===== config.mk =====
export PLATFORM = sky130hd
export DESIGN_NAME = rf_wport_arbiter_flat
export DESIGN_NICKNAME = d
export VERILOG_FILES = /design/src/rtl/rf_wport_arbiter_pkg.sv /design/src/rtl/rf_wport_arbiter_if.sv /design/src/rtl/rf_wport_arbiter_fifo.sv /design/src/rtl/rf_wport_arbiter.sv /design/src/flat_wrapper.sv
export SDC_FILE = /design/constraint.sdc
export NUM_CORES = 1
export LEC_CHECK = 0
export ABC_CLOCK_PERIOD_IN_PS = 13800
export BUFFER_PORTS_ARGS = -buffer_cell sky130_fd_sc_hd__buf_4
export CAP_MARGIN = 15
export CORE_MARGIN = 1
export CORE_UTILIZATION = 61
export CTS_CLUSTER_DIAMETER = 100
export DETAILED_ROUTE_END_ITERATION = 6
export PLACE_DENSITY = 0.85
export SYNTH_ARGS = -nofsm -noshare
export SYNTH_HDL_FRONTEND = slang
export SYNTH_SLANG_ARGS = --single-unit

===== constraint.sdc =====
create_clock -name clk -period 13.8 [get_ports clk]
set_input_delay 2.76 -clock clk [delete_from_list [all_inputs] [get_ports clk]]
set_output_delay 2.76 -clock clk [all_outputs]
set_load 0.02 [all_outputs]

===== src/rtl/rf_wport_arbiter_pkg.sv =====
// Shared definitions for the register-file write-port arbiter slice.
// Carries the register bus width (REG_BUS), the zero word (ZERO_WORD), the
// register index width (RF_ADDR_BUS) and the grant encoding.
// Optional feature macro used by this slice: RF_WPORT_BYPASS_EN.
package rf_wport_arbiter_pkg;

    // REG_BUS: architectural register width
    localparam int unsigned REG_BUS_W = 64;
    // RF_ADDR_BUS: register index width
    localparam int unsigned RF_ADDR_BUS_W = 5;
    // ZERO_WORD: all-zero register value
    localparam logic [REG_BUS_W-1:0] ZERO_WORD = '0;

    // Which writeback source owns the write port this cycle
    typedef enum logic [1:0] {
        GNT_NONE = 2'd0,
        GNT_S0   = 2'd1,
        GNT_S1   = 2'd2
    } grant_e;

    // FIFO depth must be a power of two and at least 2
    function automatic logic depth_ok(input int unsigned depth);
        return (depth >= 2) && ((depth & (depth - 1)) == 0);
    endfunction

endpackage


===== src/rtl/rf_wport_arbiter_if.sv =====
// Bus bundle for the register-file write-port arbiter: two writeback
// request channels, the registered write port and the hazard query pair.
// The slave modport is the arbiter side; master is the issue/regfile side.
// With RF_WPORT_BYPASS_EN defined, the forwarding outputs are added.
interface rf_wport_arbiter_if #(
    parameter int unsigned ADDR_W = 5,
    parameter int unsigned DATA_W = 64
);
    logic              s0_valid;
    logic              s0_ready;
    logic [ADDR_W-1:0] s0_addr;
    logic [DATA_W-1:0] s0_data;
    logic              s1_valid;
    logic              s1_ready;
    logic [ADDR_W-1:0] s1_addr;
    logic [DATA_W-1:0] s1_data;
    logic              w_ena;
    logic [ADDR_W-1:0] w_addr;
    logic [DATA_W-1:0] w_data;
    logic [ADDR_W-1:0] q_addr1;
    logic [ADDR_W-1:0] q_addr2;
    logic              q_pend1;
    logic              q_pend2;
    logic              busy;
`ifdef RF_WPORT_BYPASS_EN
    logic              byp_hit1;
    logic              byp_hit2;
    logic [DATA_W-1:0] byp_data1;
    logic [DATA_W-1:0] byp_data2;
`endif

    modport slave (
        input  s0_valid, s0_addr, s0_data,
        input  s1_valid, s1_addr, s1_data,
        input  q_addr1, q_addr2,
        output s0_ready, s1_ready,
        output w_ena, w_addr, w_data,
        output q_pend1, q_pend2, busy
`ifdef RF_WPORT_BYPASS_EN
        , output byp_hit1, byp_hit2, byp_data1, byp_data2
`endif
    );

    modport master (
        output s0_valid, s0_addr, s0_data,
        output s1_valid, s1_addr, s1_data,
        output q_addr1, q_addr2,
        input  s0_ready, s1_ready,
        input  w_ena, w_addr, w_data,
        input  q_pend1, q_pend2, busy
`ifdef RF_WPORT_BYPASS_EN
        , input byp_hit1, byp_hit2, byp_data1, byp_data2
`endif
    );

endinterface


===== src/rtl/rf_wport_arbiter_fifo.sv =====
// rf_wb_fifo: small in-order writeback FIFO for one source.
// Exposes the head entry, empty/full, and per-slot valid/address vectors
// so the parent can compare hazard queries against every queued write.
// A push into a full FIFO is dropped even if a pop happens the same cycle.
module rf_wb_fifo
    import rf_wport_arbiter_pkg::*;
#(
    parameter int unsigned ADDR_W = RF_ADDR_BUS_W,
    parameter int unsigned DATA_W = REG_BUS_W,
    parameter int unsigned DEPTH  = 2
) (
    input  logic                         clk,
    input  logic                         rst,
    input  logic                         push,
    input  logic [ADDR_W-1:0]            push_addr,
    input  logic [DATA_W-1:0]            push_data,
    input  logic                         pop,
    output logic [ADDR_W-1:0]            head_addr,
    output logic [DATA_W-1:0]            head_data,
    output logic                         empty,
    output logic                         full,
    output logic [DEPTH-1:0]             ent_valid,
    output logic [DEPTH-1:0][ADDR_W-1:0] ent_addr
);
    localparam int unsigned PTR_W = $clog2(DEPTH);
    localparam int unsigned CNT_W = PTR_W + 1;

    if (!depth_ok(DEPTH)) begin : g_bad_depth
        $error("rf_wb_fifo: DEPTH must be a power of two >= 2");
    end

    logic [ADDR_W-1:0] mem_addr_q [DEPTH];
    logic [ADDR_W-1:0] mem_addr_d [DEPTH];
    logic [DATA_W-1:0] mem_data_q [DEPTH];
    logic [DATA_W-1:0] mem_data_d [DEPTH];
    logic [PTR_W-1:0]  rd_ptr_q, rd_ptr_d;
    logic [PTR_W-1:0]  wr_ptr_q, wr_ptr_d;
    logic [CNT_W-1:0]  cnt_q, cnt_d;
    logic              push_ok, pop_ok;
    logic [PTR_W-1:0]  offs;

    assign empty     = (cnt_q == '0);
    assign full      = (cnt_q == CNT_W'(DEPTH));
    assign push_ok   = push && !full;
    assign pop_ok    = pop && !empty;
    assign head_addr = mem_addr_q[rd_ptr_q];
    assign head_data = mem_data_q[rd_ptr_q];

    // Next-state for storage, pointers and occupancy
    always_comb begin
        mem_addr_d = mem_addr_q;
        mem_data_d = mem_data_q;
        rd_ptr_d   = rd_ptr_q;
        wr_ptr_d   = wr_ptr_q;
        if (push_ok) begin
            mem_addr_d[wr_ptr_q] = push_addr;
            mem_data_d[wr_ptr_q] = push_data;
            wr_ptr_d             = wr_ptr_q + 1'b1;
        end
        if (pop_ok) begin
            rd_ptr_d = rd_ptr_q + 1'b1;
        end
        cnt_d = cnt_q + CNT_W'(push_ok) - CNT_W'(pop_ok);
    end

    // Pointer/occupancy registers; reset flushes the FIFO
    always_ff @(posedge clk) begin
        if (rst) begin
            rd_ptr_q <= '0;
            wr_ptr_q <= '0;
            cnt_q    <= '0;
        end else begin
            rd_ptr_q <= rd_ptr_d;
            wr_ptr_q <= wr_ptr_d;
            cnt_q    <= cnt_d;
        end
    end

    // Entry storage; contents are qualified by occupancy so no reset needed
    always_ff @(posedge clk) begin
        mem_addr_q <= mem_addr_d;
        mem_data_q <= mem_data_d;
    end

    // A slot is live when its distance from the read pointer is below the count
    always_comb begin
        offs = '0;
        for (int unsigned i = 0; i < DEPTH; i++) begin
            offs         = PTR_W'(i) - rd_ptr_q;
            ent_valid[i] = (CNT_W'(offs) < cnt_q);
            ent_addr[i]  = mem_addr_q[i];
        end
    end

endmodule


===== src/rtl/rf_wport_arbiter.sv =====
// rf_wport_arbiter: shares the register file's single write port between
// the ALU writeback (s0) and the load writeback (s1). Each source queues
// into its own rf_wb_fifo; s1 wins ties unless s0 has lost STARVE_LIMIT
// times in a row. The winning head drives registered w_ena/w_addr/w_data;
// writes to x0 are consumed without asserting w_ena.
// Optional feature macro: RF_WPORT_BYPASS_EN adds byp_hit1/2, byp_data1/2.
module rf_wport_arbiter
    import rf_wport_arbiter_pkg::*;
#(
    parameter int unsigned DATA_W       = REG_BUS_W,
    parameter int unsigned ADDR_W       = RF_ADDR_BUS_W,
    parameter int unsigned FIFO_DEPTH   = 2,
    parameter int unsigned STARVE_LIMIT = 3
) (
    input logic               clk,
    input logic               rst,
    rf_wport_arbiter_if.slave bus
);
    localparam int unsigned SC_W = (STARVE_LIMIT > 0) ? $clog2(STARVE_LIMIT + 1) : 1;
    localparam logic [SC_W-1:0] SC_MAX = SC_W'(STARVE_LIMIT);

    logic [ADDR_W-1:0]                head0_addr, head1_addr;
    logic [DATA_W-1:0]                head0_data, head1_data;
    logic                             empty0, empty1, full0, full1;
    logic [FIFO_DEPTH-1:0]            ent_valid0, ent_valid1;
    logic [FIFO_DEPTH-1:0][ADDR_W-1:0] ent_addr0, ent_addr1;
    logic                             head0_vld, head1_vld;
    grant_e                           grant;

    logic [SC_W-1:0]   starve_q, starve_d;
    logic              w_ena_q, w_ena_d;
    logic [ADDR_W-1:0] w_addr_q, w_addr_d;
    logic [DATA_W-1:0] w_data_q, w_data_d;
    logic              pend1, pend2;

    rf_wb_fifo #(
        .ADDR_W (ADDR_W),
        .DATA_W (DATA_W),
        .DEPTH  (FIFO_DEPTH)
    ) u_fifo0 (
        .clk       (clk),
        .rst       (rst),
        .push      (bus.s0_valid),
        .push_addr (bus.s0_addr),
        .push_data (bus.s0_data),
        .pop       (grant == GNT_S0),
        .head_addr (head0_addr),
        .head_data (head0_data),
        .empty     (empty0),
        .full      (full0),
        .ent_valid (ent_valid0),
        .ent_addr  (ent_addr0)
    );

    rf_wb_fifo #(
        .ADDR_W (ADDR_W),
        .DATA_W (DATA_W),
        .DEPTH  (FIFO_DEPTH)
    ) u_fifo1 (
        .clk       (clk),
        .rst       (rst),
        .push      (bus.s1_valid),
        .push_addr (bus.s1_addr),
        .push_data (bus.s1_data),
        .pop       (grant == GNT_S1),
        .head_addr (head1_addr),
        .head_data (head1_data),
        .empty     (empty1),
        .full      (full1),
        .ent_valid (ent_valid1),
        .ent_addr  (ent_addr1)
    );

    assign head0_vld = !empty0;
    assign head1_vld = !empty1;

    // Fixed priority to s1, overridden once s0 has been starved long enough
    always_comb begin
        grant = GNT_NONE;
        if (head0_vld && head1_vld) begin
            grant = (starve_q == SC_MAX) ? GNT_S0 : GNT_S1;
        end else if (head0_vld) begin
            grant = GNT_S0;
        end else if (head1_vld) begin
            grant = GNT_S1;
        end
    end

    // Starvation count and write-port next state from the grant
    always_comb begin
        starve_d = starve_q;
        w_ena_d  = 1'b0;
        w_addr_d = w_addr_q;
        w_data_d = w_data_q;
        if (!head0_vld || grant == GNT_S0) begin
            starve_d = '0;
        end else if (grant == GNT_S1 && starve_q != SC_MAX) begin
            starve_d = starve_q + 1'b1;
        end
        case (grant)
            GNT_S0: begin
                w_ena_d  = (head0_addr != '0);
                w_addr_d = head0_addr;
                w_data_d = head0_data;
            end
            GNT_S1: begin
                w_ena_d  = (head1_addr != '0);
                w_addr_d = head1_addr;
                w_data_d = head1_data;
            end
            default: ;
        endcase
    end

    // Registered write port and starvation counter
    always_ff @(posedge clk) begin
        if (rst) begin
            starve_q <= '0;
            w_ena_q  <= 1'b0;
            w_addr_q <= '0;
            w_data_q <= '0;
        end else begin
            starve_q <= starve_d;
            w_ena_q  <= w_ena_d;
            w_addr_q <= w_addr_d;
            w_data_q <= w_data_d;
        end
    end

    // Pending-write lookup against both FIFOs and the in-flight write
    always_comb begin
        pend1 = w_ena_q && (w_addr_q == bus.q_addr1);
        pend2 = w_ena_q && (w_addr_q == bus.q_addr2);
        for (int unsigned i = 0; i < FIFO_DEPTH; i++) begin
            if (ent_valid0[i] && ent_addr0[i] == bus.q_addr1) pend1 = 1'b1;
            if (ent_valid1[i] && ent_addr1[i] == bus.q_addr1) pend1 = 1'b1;
            if (ent_valid0[i] && ent_addr0[i] == bus.q_addr2) pend2 = 1'b1;
            if (ent_valid1[i] && ent_addr1[i] == bus.q_addr2) pend2 = 1'b1;
        end
        if (bus.q_addr1 == '0) pend1 = 1'b0;
        if (bus.q_addr2 == '0) pend2 = 1'b0;
    end

    assign bus.s0_ready = !full0;
    assign bus.s1_ready = !full1;
    assign bus.w_ena    = w_ena_q;
    assign bus.w_addr   = w_addr_q;
    assign bus.w_data   = w_data_q;
    assign bus.q_pend1  = pend1;
    assign bus.q_pend2  = pend2;
    assign bus.busy     = head0_vld || head1_vld || w_ena_q;

`ifdef RF_WPORT_BYPASS_EN
    assign bus.byp_hit1  = w_ena_q && (w_addr_q == bus.q_addr1) && (bus.q_addr1 != '0);
    assign bus.byp_hit2  = w_ena_q && (w_addr_q == bus.q_addr2) && (bus.q_addr2 != '0);
    assign bus.byp_data1 = w_data_q;
    assign bus.byp_data2 = w_data_q;
`endif

endmodule


===== src/flat_wrapper.sv =====
// flat-port wrapper written by rule: the top's interface ports become plain ports
module rf_wport_arbiter_flat import rf_wport_arbiter_pkg::*;
#(
    parameter int unsigned DATA_W       = REG_BUS_W,
    parameter int unsigned ADDR_W       = RF_ADDR_BUS_W,
    parameter int unsigned FIFO_DEPTH   = 2,
    parameter int unsigned STARVE_LIMIT = 3
)
  (clk, rst, bus_s0_valid, bus_s0_addr, bus_s0_data, bus_s1_valid, bus_s1_addr, bus_s1_data, bus_q_addr1, bus_q_addr2, bus_s0_ready, bus_s1_ready, bus_w_ena, bus_w_addr, bus_w_data, bus_q_pend1, bus_q_pend2, bus_busy);
  rf_wport_arbiter_if #(.ADDR_W(ADDR_W), .DATA_W(DATA_W)) bus_i ();
  input logic clk;
  input logic rst;
  input wire logic [$bits(bus_i.s0_valid)-1:0] bus_s0_valid;
  input wire logic [$bits(bus_i.s0_addr)-1:0] bus_s0_addr;
  input wire logic [$bits(bus_i.s0_data)-1:0] bus_s0_data;
  input wire logic [$bits(bus_i.s1_valid)-1:0] bus_s1_valid;
  input wire logic [$bits(bus_i.s1_addr)-1:0] bus_s1_addr;
  input wire logic [$bits(bus_i.s1_data)-1:0] bus_s1_data;
  input wire logic [$bits(bus_i.q_addr1)-1:0] bus_q_addr1;
  input wire logic [$bits(bus_i.q_addr2)-1:0] bus_q_addr2;
  output wire logic [$bits(bus_i.s0_ready)-1:0] bus_s0_ready;
  output wire logic [$bits(bus_i.s1_ready)-1:0] bus_s1_ready;
  output wire logic [$bits(bus_i.w_ena)-1:0] bus_w_ena;
  output wire logic [$bits(bus_i.w_addr)-1:0] bus_w_addr;
  output wire logic [$bits(bus_i.w_data)-1:0] bus_w_data;
  output wire logic [$bits(bus_i.q_pend1)-1:0] bus_q_pend1;
  output wire logic [$bits(bus_i.q_pend2)-1:0] bus_q_pend2;
  output wire logic [$bits(bus_i.busy)-1:0] bus_busy;
  assign bus_i.s0_valid = bus_s0_valid;
  assign bus_i.s0_addr = bus_s0_addr;
  assign bus_i.s0_data = bus_s0_data;
  assign bus_i.s1_valid = bus_s1_valid;
  assign bus_i.s1_addr = bus_s1_addr;
  assign bus_i.s1_data = bus_s1_data;
  assign bus_i.q_addr1 = bus_q_addr1;
  assign bus_i.q_addr2 = bus_q_addr2;
  assign bus_s0_ready = bus_i.s0_ready;
  assign bus_s1_ready = bus_i.s1_ready;
  assign bus_w_ena = bus_i.w_ena;
  assign bus_w_addr = bus_i.w_addr;
  assign bus_w_data = bus_i.w_data;
  assign bus_q_pend1 = bus_i.q_pend1;
  assign bus_q_pend2 = bus_i.q_pend2;
  assign bus_busy = bus_i.busy;
  rf_wport_arbiter #(.DATA_W(DATA_W), .ADDR_W(ADDR_W), .FIFO_DEPTH(FIFO_DEPTH), .STARVE_LIMIT(STARVE_LIMIT)) u_core (.clk(clk), .rst(rst), .bus(bus_i));
endmodule

==> summary.md, run 1 <==
| Metric | Value |
|---|---|
| Result of the run | `completed` |
| TritonCTS clock tree | `done` |
| Slowest cell on the critical path | `sky130_fd_sc_hd__or4_1` |
| Number of buffers and inverters on the critical path | `2` |
| Number of synthesized flops with an enable pin | `276` |
| Required @ worst endpoint | `11.04 ns` |
| Total length of routed met3 wires | `2.23 mm` |
| Hold-fix buffer count after cts | `0` |
| Synth cell count leaders | `276 x sky130_fd_sc_hd__edfxtp_1, 111 x sky130_fd_sc_hd__nand2_1, 83 x sky130_fd_sc_hd__mux2i_1, 80 x sky130_fd_sc_hd__dfxtp_1, 55 x sky130_fd_sc_hd__mux2_2` |
| Clock latency of the later-clocked register in the worst-skew pair | `0.51 ns` |
| Leakage power summed over all cells | `0.00632 uW` |
| Hold Path Origin | `u_core.starve_q[0]$_SDFFE_PP0P_` |
| Most common cell type on the critical path | `sky130_fd_sc_hd__buf_4` |
| M1 WL | `13.3 mm` |
| Worst r2r src | `u_core.u_fifo1.cnt_q[1]$_SDFF_PP0_` |
| Dominant delay contributor by cell family on the critical path | `simple AND/OR/NAND/NOR gates` |
| Placed Cells incl. Taps | `1437` |
| Total negative slack for setup checks | `0 ns` |
| Count of buffers added by post-CTS timing repair for setup | `0` |
| Final max-slew violation count | `0` |
| Synth Cell Area | `14400 um^2` |
| Standard cell core area | `22900 um^2` |
| DRT Pass-1 Iters | `6` |
| DRT antenna net count | `0` |
| Pre-CTS WS | `6.98 ns` |
| Critical path class | `input pin to primary output` |
| Final setup violation count | `0` |
| Sinks on the clock net | `356` |
| Effective utilization at floorplan | `62.9%` |
| Routed vias | `8671` |
| HPWL reported at the end of detailed placement | `19.4 mm` |
| Max-capacitance violation count | `0` |
| Critical Path End Type | `primary output` |
| Fraction of layout cells with a size suffix above 1 | `37.3%` |
| Instance count along the most critical hold path | `1` |
| Total clock buffers created by CTS | `37` |
| Clock buffer depth | `3` |
| Largest net degree at the start of global routing | `84` |
| Die Span Y | `156 um` |
| Seq. cell area | `9900 um^2` |
| Distinct cell type count of the synthesized netlist | `39` |
| Horizontal extent of the die | `156 um` |
| Critical path's largest stage delay | `0.53 ns` |
| Gr ovfl total | `0` |
| Data arrival time of the critical path | `4.05 ns` |
| Via count of the first global-routing pass | `9087` |
| Final Worst Setup Slack | `6.99 ns` |
| Number of inserted filler cells in the final layout | `1350` |
| Wire length on met2 | `16.5 mm` |
| Max-slew headroom | `24.6%` |
| Total power consumption of the routed design | `3950 uW` |
| Share of Yosys cell area claimed by the top area cell type | `57.5%` |
| Sort of element at the start of the critical path | `input pin` |
| Count of mapped cells out of synthesis | `953` |
| Largest area contributor in the synthesized netlist | `sky130_fd_sc_hd__edfxtp_1` |
| Start point of the critical path | `bus_q_addr1[3]` |
| Number of synthesis warnings | `0` |
| Post-synthesis async set-or-reset flop share | `0%` |
| Main area contributors after synthesis | `sky130_fd_sc_hd__edfxtp_1 58%, sky130_fd_sc_hd__dfxtp_1 11%, sky130_fd_sc_hd__mux2i_1 5.8%, sky130_fd_sc_hd__mux2_2 4.3%, sky130_fd_sc_hd__o211ai_2 3.5%` |
| Number of H-tree branching levels | `2` |
| Path type of the worst min-delay path | `flop to flop` |
| Average size of a mapped cell | `15.1 um^2` |
| Register bit total from synthesis | `356` |
| CP Max Fanout | `6` |
| Cell-by-cell trace of the critical path | `buf_4 -> xor2_1 -> or4_1 -> nor3_2 -> a311oi_1 -> a21oi_1 -> buf_4` |
| Number of rows in the core area | `55` |
| Multi-input logic area | `4180 um^2` |
| Unrepaired setup endpoints after global routing | `false` |
| WL/cell | `21.8 um` |
| Non-filler cells, final | `1505` |
| Post-synth net total | `1110` |
| Logic depth of the worst path, buffers included | `7` |
| Most used flip-flop cell after synthesis | `sky130_fd_sc_hd__edfxtp_1` |
| Final clock period utilization by the worst path | `49.4%` |
| Worst Tran Pin Value | `1.13 ns` |
| Die area | `24200 um^2` |
| Portion of the post-synthesis area used by sequential elements | `68.6%` |
| Number of inserted diodes | `0` |
| DRC violation total after the first TritonRoute iteration | `604` |
| Routability Congestion | `0.894` |
| Worst setup skew after layout | `0.0207 ns` |
| Hold Fails Final Rpt | `0` |
| Leading cell type by number of instances after synthesis | `sky130_fd_sc_hd__edfxtp_1` |
| Area Growth Syn to Fin | `21.7%` |
| Number of antenna violations at the first check in global routing | `0` |
| Nets | `1320` |
| Clock root buffer | `sky130_fd_sc_hd__clkbuf_16` |
| Port bufs | `226` |
| Max rail drop VDD | `0.000163 V` |
| Shortest clock period the worst path allows after layout | `6.81 ns` |
| Global-route wire length before repair | `50.0 mm` |
| Global routing usage summed across all routing layers | `27.5%` |
| Total power per unit cell area | `225 nW/um^2` |
| Clock-pin slew on the worst setup and hold paths | `0.06 ns` |
| Total DRC errors in the routed layout | `0` |
| Vias per cell | `5.76` |
| Count of boundary I/O pins | `227` |
| Uppermost signal routing layer after detailed routing | `met4` |
| Reg2reg path depth | `6` |
| Final wirelength | `32.8 mm` |
| Upper clock frequency limit | `147 MHz` |
| Post-CTS sizing | `0` |
[layer usage]
layer	global-route usage (%)	vias to the layer above
li1	-	3981
met1	33.7	4323
met2	47.6	304
met3	6.67	63
met4	9.99	0
met5	0	-
[worst register-to-register path, stage by stage (launching register included)]
cell                       delay (ns)
sky130_fd_sc_hd__dfxtp_1         0.40
sky130_fd_sc_hd__nor2_2          0.35
sky130_fd_sc_hd__o22a_4          0.52
sky130_fd_sc_hd__buf_4           0.91
sky130_fd_sc_hd__nand2_1         0.26
sky130_fd_sc_hd__o211ai_2        0.15
sky130_fd_sc_hd__a21oi_2         0.08
[metrics by stage]
step	hold WS (ns)	util [%]	instance area [um^2]
2_1_floorplan	0.397	-	14400
3_3_place_gp	0.405	70.9	16300
3_5_place_dp	0.419	70.9	16300
4_1_cts	0.428	76.5	17500
5_1_grt	0.454	76.5	17500
6_report	0.432	76.5	17500
[layout make-up]
type | count | area share [%]
inverters | 6 | 0.128
clock buffers | 48 | 5.99
multi-input cells | 528 | 23.9
flip-flops and latches | 356 | 56.4
repair buffers | 234 | 10.0
well taps | 313 | 2.23
clock inverters | 20 | 1.33
[report_power, final]
group | switching [uW] | internal [uW] | total (uW)
clock | 399 | 632 | 1030
combinational | 818 | 536 | 1350
sequential | 153 | 1410 | 1560
total | 1370 | 2580 | 3950
[kinds of logic after synthesis]
family                   Yosys count  synth area share (%)
AO/OA/AOI/OAI                    152                  9.38
XOR/XNOR                          58                  3.53
adder cells (fa/ha/maj)            5                 0.434
buffers and inverters             69                  2.62
flip-flops                       356                  68.6
multiplexers                     138                  10.1
AND/OR/NAND/NOR                  175                  5.34
[worst paths after layout]
check,endpoint,slack [ns]
max,bus_q_pend1,6.99
min,u_core.starve_q[0]$_SDFFE_PP0P_,0.43
max reg2reg,u_core.bus.w_data[47]$_SDFFE_PP0N_,10.98
min reg2reg,u_core.starve_q[0]$_SDFFE_PP0P_,0.43
[registers in the layout (all words and copies together), names as in the netlist]
register / flops
u_core.bus.w_addr: 5
u_core.bus.w_data: 64
u_core.bus.w_ena: 1
u_core.starve_q: 2
u_core.u_fifo0.cnt_q: 2
u_core.u_fifo0.ent_addr: 10
u_core.u_fifo0.mem_data_q: 128
u_core.u_fifo0.rd_ptr_q: 1
u_core.u_fifo0.wr_ptr_q: 1
u_core.u_fifo1.cnt_q: 2
u_core.u_fifo1.ent_addr: 10
u_core.u_fifo1.mem_data_q: 128
u_core.u_fifo1.rd_ptr_q: 1
u_core.u_fifo1.wr_ptr_q: 1
[placed cells by master, fill, tap and decap left out, types with 3 or more instances in the layout]
| master | count |
|---|---|
| sky130_fd_sc_hd__edfxtp_1 | 276 |
| sky130_fd_sc_hd__a21oi_1 | 21 |
| sky130_fd_sc_hd__mux2_2 | 55 |
| sky130_fd_sc_hd__clkbuf_1 | 5 |
| sky130_fd_sc_hd__o211ai_1 | 13 |
| sky130_fd_sc_hd__xnor2_1 | 24 |
| sky130_fd_sc_hd__inv_1 | 6 |
| sky130_fd_sc_hd__clkbuf_16 | 39 |
| sky130_fd_sc_hd__a221oi_1 | 4 |
| sky130_fd_sc_hd__nand2_1 | 110 |
| sky130_fd_sc_hd__a21oi_2 | 41 |
| sky130_fd_sc_hd__ha_1 | 5 |
| sky130_fd_sc_hd__nor3_1 | 9 |
| sky130_fd_sc_hd__clkinv_2 | 10 |
| sky130_fd_sc_hd__mux2i_1 | 83 |
| sky130_fd_sc_hd__a211oi_1 | 19 |
| sky130_fd_sc_hd__clkbuf_8 | 4 |
| sky130_fd_sc_hd__buf_4 | 234 |
| sky130_fd_sc_hd__nand2b_1 | 3 |
| sky130_fd_sc_hd__o211ai_2 | 40 |
| sky130_fd_sc_hd__nor2_1 | 25 |
| sky130_fd_sc_hd__a31oi_1 | 3 |
| sky130_fd_sc_hd__xor2_1 | 34 |
| sky130_fd_sc_hd__bufinv_16 | 5 |
| sky130_fd_sc_hd__or4_1 | 7 |
| sky130_fd_sc_hd__dfxtp_1 | 78 |
| sky130_fd_sc_hd__nand4_1 | 4 |
| sky130_fd_sc_hd__o21bai_1 | 4 |
| sky130_fd_sc_hd__nor4_1 | 5 |
(Power assumes the default switching activity.)
==> run 2: changes to the inputs <==
--- a/config.mk
+++ b/config.mk
@@ -5,14 +5,15 @@
 export SDC_FILE = /design/constraint.sdc
 export NUM_CORES = 1
 export LEC_CHECK = 0
-export ABC_CLOCK_PERIOD_IN_PS = 13800
+export ABC_AREA = 1
+export ABC_CLOCK_PERIOD_IN_PS = 6260
 export BUFFER_PORTS_ARGS = -buffer_cell sky130_fd_sc_hd__buf_4
 export CAP_MARGIN = 15
 export CORE_MARGIN = 1
-export CORE_UTILIZATION = 61
+export CORE_UTILIZATION = 51
 export CTS_CLUSTER_DIAMETER = 100
 export DETAILED_ROUTE_END_ITERATION = 6
-export PLACE_DENSITY = 0.85
+export PLACE_DENSITY = 0.76
 export SYNTH_ARGS = -nofsm -noshare
 export SYNTH_HDL_FRONTEND = slang
 export SYNTH_SLANG_ARGS = --single-unit
==> constraint.sdc (replaced) <==
create_clock -name clk -period 6.26 [get_ports clk]
set_input_delay 1.252 -clock clk [delete_from_list [all_inputs] [get_ports clk]]
set_output_delay 1.252 -clock clk [all_outputs]
set_load 0.02 [all_outputs]
==> run 2 against run 1 <==
  * Utilization fell by 13 points
  * Global-route usage down 3.1 points
  * First-iteration DRC count up 29%
  * Via count up 18%
  * Combinational power is 78% higher
==> summary.md, run 2 <==
| Metric | Value |
|---|---|
| Port bufs | `226 (unchanged)` |
| Sinks on the clock net | `356 (unchanged)` |
| Global-route wire length before repair | `52.8 mm (+5.8%)` |
| Post-synth net total | `1470 (+32%)` |
| WL/cell | `18.3 um (-16%)` |
| Final wirelength | `34.5 mm (+5.1%)` |
| DRC violation total after the first TritonRoute iteration | `782 (+29%)` |
| Data arrival time of the critical path | `2.48 ns (-1.57 ns)` |
| DRT antenna net count | `0 (unchanged)` |
| Most common cell type on the critical path | `sky130_fd_sc_hd__nor2_1` |
| Global-route track usage on met1 | `31.5% (-2.1 points)` |
| Final max-slew violation count | `0 (unchanged)` |
| Reg2reg path depth | `6 (unchanged)` |
| Total negative slack for setup checks | `0 ns (unchanged)` |
| Number of antenna violations at the first check in global routing | `1 (+1)` |
| TritonCTS clock tree | `done` |
| Sort of element at the start of the critical path | `flop` |
| Horizontal extent of the die | `168 um (+8.1%)` |
| Die area | `28300 um^2 (+17%)` |
| Simple logic cell fraction of the synthesized area | `18.6% (+13 points)` |
| Die Span Y | `168 um (+8.1%)` |
| Clock latency of the later-clocked register in the worst-skew pair | `0.53 ns (+0.02 ns)` |
| Path type of the worst min-delay path | `flop to flop` |
| Vias per cell | `5.41 (-6.2%)` |
| HPWL reported at the end of detailed placement | `21.4 mm (+10%)` |
| Largest area contributor in the synthesized netlist | `sky130_fd_sc_hd__edfxtp_1` |
| Largest net degree at the start of global routing | `78 (-7.1%)` |
| Effective utilization at floorplan | `52.2% (-11 points)` |
| Number of inserted filler cells in the final layout | `2109 (+56%)` |
| Clock-pin slew on the worst setup and hold paths | `0.06 ns (about the same)` |
| Share of Yosys cell area claimed by the top area cell type | `58.8% (+1.3 points)` |
| Upper clock frequency limit | `268 MHz` |
| Synth Area in Compound Gates | `5.95% (-3.4 points)` |
| Met2 capacity usage during global routing | `41.3% (-6.2 points)` |
| Critical path class | `flop to primary output` |
| Total DRC errors in the routed layout | `0 (unchanged)` |
| Max-slew headroom | `26.7% (+2.2 points)` |
| Post-CTS sizing | `0 (unchanged)` |
| Register bit total from synthesis | `356 (unchanged)` |
| Slowest cell on the critical path | `sky130_fd_sc_hd__dfxtp_4` |
| Total power consumption of the routed design | `7910 uW (+100%)` |
| Via count of the first global-routing pass | `10100 (+11%)` |
| Count of buffers added by post-CTS timing repair for setup | `0 (unchanged)` |
| Fraction of layout cells with a size suffix above 1 | `20.5% (-17 points)` |
| Number of buffers and inverters on the critical path | `1 (-1)` |
| Number of rows in the core area | `60 (+9.1%)` |
| Global routing usage summed across all routing layers | `24.4% (-3.1 points)` |
| Cell-by-cell trace of the critical path | `a21oi_1 -> nor2_1 -> nand3_1 -> nand2_1 -> nor2_1 -> nor2_1 -> buf_4` |
| Total power per unit cell area | `459 nW/um^2 (+100%)` |
| Synth cell count leaders | `309 x sky130_fd_sc_hd__nand2_1, 276 x sky130_fd_sc_hd__edfxtp_1, 260 x sky130_fd_sc_hd__nor2_1, 128 x sky130_fd_sc_hd__o21ai_0, 80 x sky130_fd_sc_hd__dfxtp_1` |
| Final setup violation count | `0 (unchanged)` |
| Routed vias | `10200 (+18%)` |
| Clock root buffer | `sky130_fd_sc_hd__clkbuf_16` |
| Count of mapped cells out of synthesis | `1313 (+38%)` |
| Worst Tran Pin Value | `1.10 ns (-0.0351 ns)` |
| Portion of the post-synthesis area used by sequential elements | `70.1% (+1.5 points)` |
| Max-capacitance violation count | `0 (unchanged)` |
| Required @ worst endpoint | `5.01 ns (-6.03 ns)` |
| Distinct cell type count of the synthesized netlist | `31 (-21%)` |
| Dominant delay contributor by cell family on the critical path | `flip-flops` |
| Critical Path End Type | `primary output` |
| Total clock buffers created by CTS | `37 (unchanged)` |
| Synth Cell Area | `14100 um^2 (-2.2%)` |
| Most frequent cells in the layout | `309 x sky130_fd_sc_hd__nand2_1, 276 x sky130_fd_sc_hd__edfxtp_1, 256 x sky130_fd_sc_hd__nor2_1` |
| Logic depth of the worst path, buffers included | `7 (unchanged)` |
| Leading cell type by number of instances after synthesis | `sky130_fd_sc_hd__nand2_1` |
| Adder and majority cell fraction of the synthesized area | `0.444% (+0.0096 points)` |
| DRT Pass-1 Iters | `5 (-1)` |
| Most common library cell in the layout ignoring fill and taps | `sky130_fd_sc_hd__nand2_1` |
| Standard cell core area | `27000 um^2 (+18%)` |
| Met3 global-route usage | `4.68% (-2.0 points)` |
| Number of H-tree branching levels | `2 (unchanged)` |
| Critical path's largest stage delay | `0.98 ns (+0.45 ns)` |
| Max rail drop VDD | `0.000298 V (+83%)` |
| Unrepaired setup endpoints after global routing | `false` |
| Count of boundary I/O pins | `227 (unchanged)` |
| Post-synthesis async set-or-reset flop share | `0% (unchanged)` |
| Most used flip-flop cell after synthesis | `sky130_fd_sc_hd__edfxtp_1` |
| Area Growth Syn to Fin | `22.1%` |
| Multiplexer share of the synthesized area | `0.0710% (-10 points)` |
| Hold-fix buffer count after cts | `0 (unchanged)` |
| Largest family of logic cells by synthesized area | `simple AND/OR/NAND/NOR gates` |
| Clock buffer depth | `3 (unchanged)` |
| CP Max Fanout | `71 (+65)` |
| Worst setup skew after layout | `0.0202 ns (-0.000505 ns)` |
| Routability Congestion | `0.928 (+3.8%)` |
| Average size of a mapped cell | `10.7 um^2 (-29%)` |
| Number of synthesis warnings | `0 (unchanged)` |
| Main area contributors after synthesis | `sky130_fd_sc_hd__edfxtp_1 59%, sky130_fd_sc_hd__dfxtp_1 11%, sky130_fd_sc_hd__nand2_1 8.2%, sky130_fd_sc_hd__nor2_1 6.9%, sky130_fd_sc_hd__o21ai_0 4.5%` |
| Number of synthesized flops with an enable pin | `276 (unchanged)` |
| Shortest clock period the worst path allows after layout | `3.73 ns` |
| Hold Fails Final Rpt | `0 (unchanged)` |
| Gr ovfl total | `0 (unchanged)` |
| Nets | `1676 (+27%)` |
| Final clock period utilization by the worst path | `59.6%` |
| Post-synthesis xor/xnor area fraction | `1.24% (-2.3 points)` |
| Most used routing layer | `met2` |
| Instance count along the most critical hold path | `1 (unchanged)` |
| Result of the run | `completed` |
| Leakage power summed over all cells | `0.00711 uW (+13%)` |
==> run 2: layout make-up <==
type	count	area (um^2)	share of cell area (%)
inverter	45	171	0.996
antenna	1	2.50	0.0145
multi-input combinational	843	3740	21.7
timing repair buffer	236	1780	10.4
clock inverter	19	205	1.19
sequential	356	9900	57.5
clock buffer	49	991	5.76
tap	341	427	2.48
==> run 2: cells by family after synthesis <==
logic type               count (synthesis)
buffers and inverters                  114
XOR/XNOR                                20
multiplexers                             1
adder cells (fa/ha/maj)                  5
AND/OR/NAND/NOR                        656
AO/OA/AOI/OAI                          161
flip-flops                             356
==> run 2: path summary, 6_finish.rpt <==
kind / end / from / slack (ns)
worst max-delay path: bus_q_pend1 / u_core.u_fifo0.rd_ptr_q$_SDFFE_PP0P_ / 2.53
worst min-delay path: u_core.starve_q[0]$_SDFFE_PP0P_ / u_core.starve_q[0]$_SDFFE_PP0P_ / 0.42
worst max register to register: u_core.bus.w_ena$_SDFF_PP0_ / u_core.u_fifo0.rd_ptr_q$_SDFFE_PP0P_ / 3.36
worst min register to register: u_core.starve_q[0]$_SDFFE_PP0P_ / u_core.starve_q[0]$_SDFFE_PP0P_ / 0.42
==> run 2: through the flow <==
stage	setup WS [ns]	utilization [%]	hold WS, ns	std cells	area [um^2]
after floorplan	1.50	-	0.398	1313	14100
after global placement	2.78	59.2	0.406	1820	16000
after detailed placement	2.74	59.2	0.421	1820	16000
after CTS	2.51	63.6	0.430	1888	17200
after global routing	2.40	63.7	0.441	1889	17200
final	2.53	63.7	0.424	1890	17200
==> run 2: power breakdown <==
part	internal, uW	switching [uW]	total [uW]
Sequential	3030	342	3370
Clock	1260	880	2140
Combinational	778	1620	2400
==> run 2: routing by layer <==
metal  wire, um  part of all wire (%)
met5          0                     0
met4        888                   2.6
met3       2630                   7.6
met2      16700                    48
met1      14300                    41
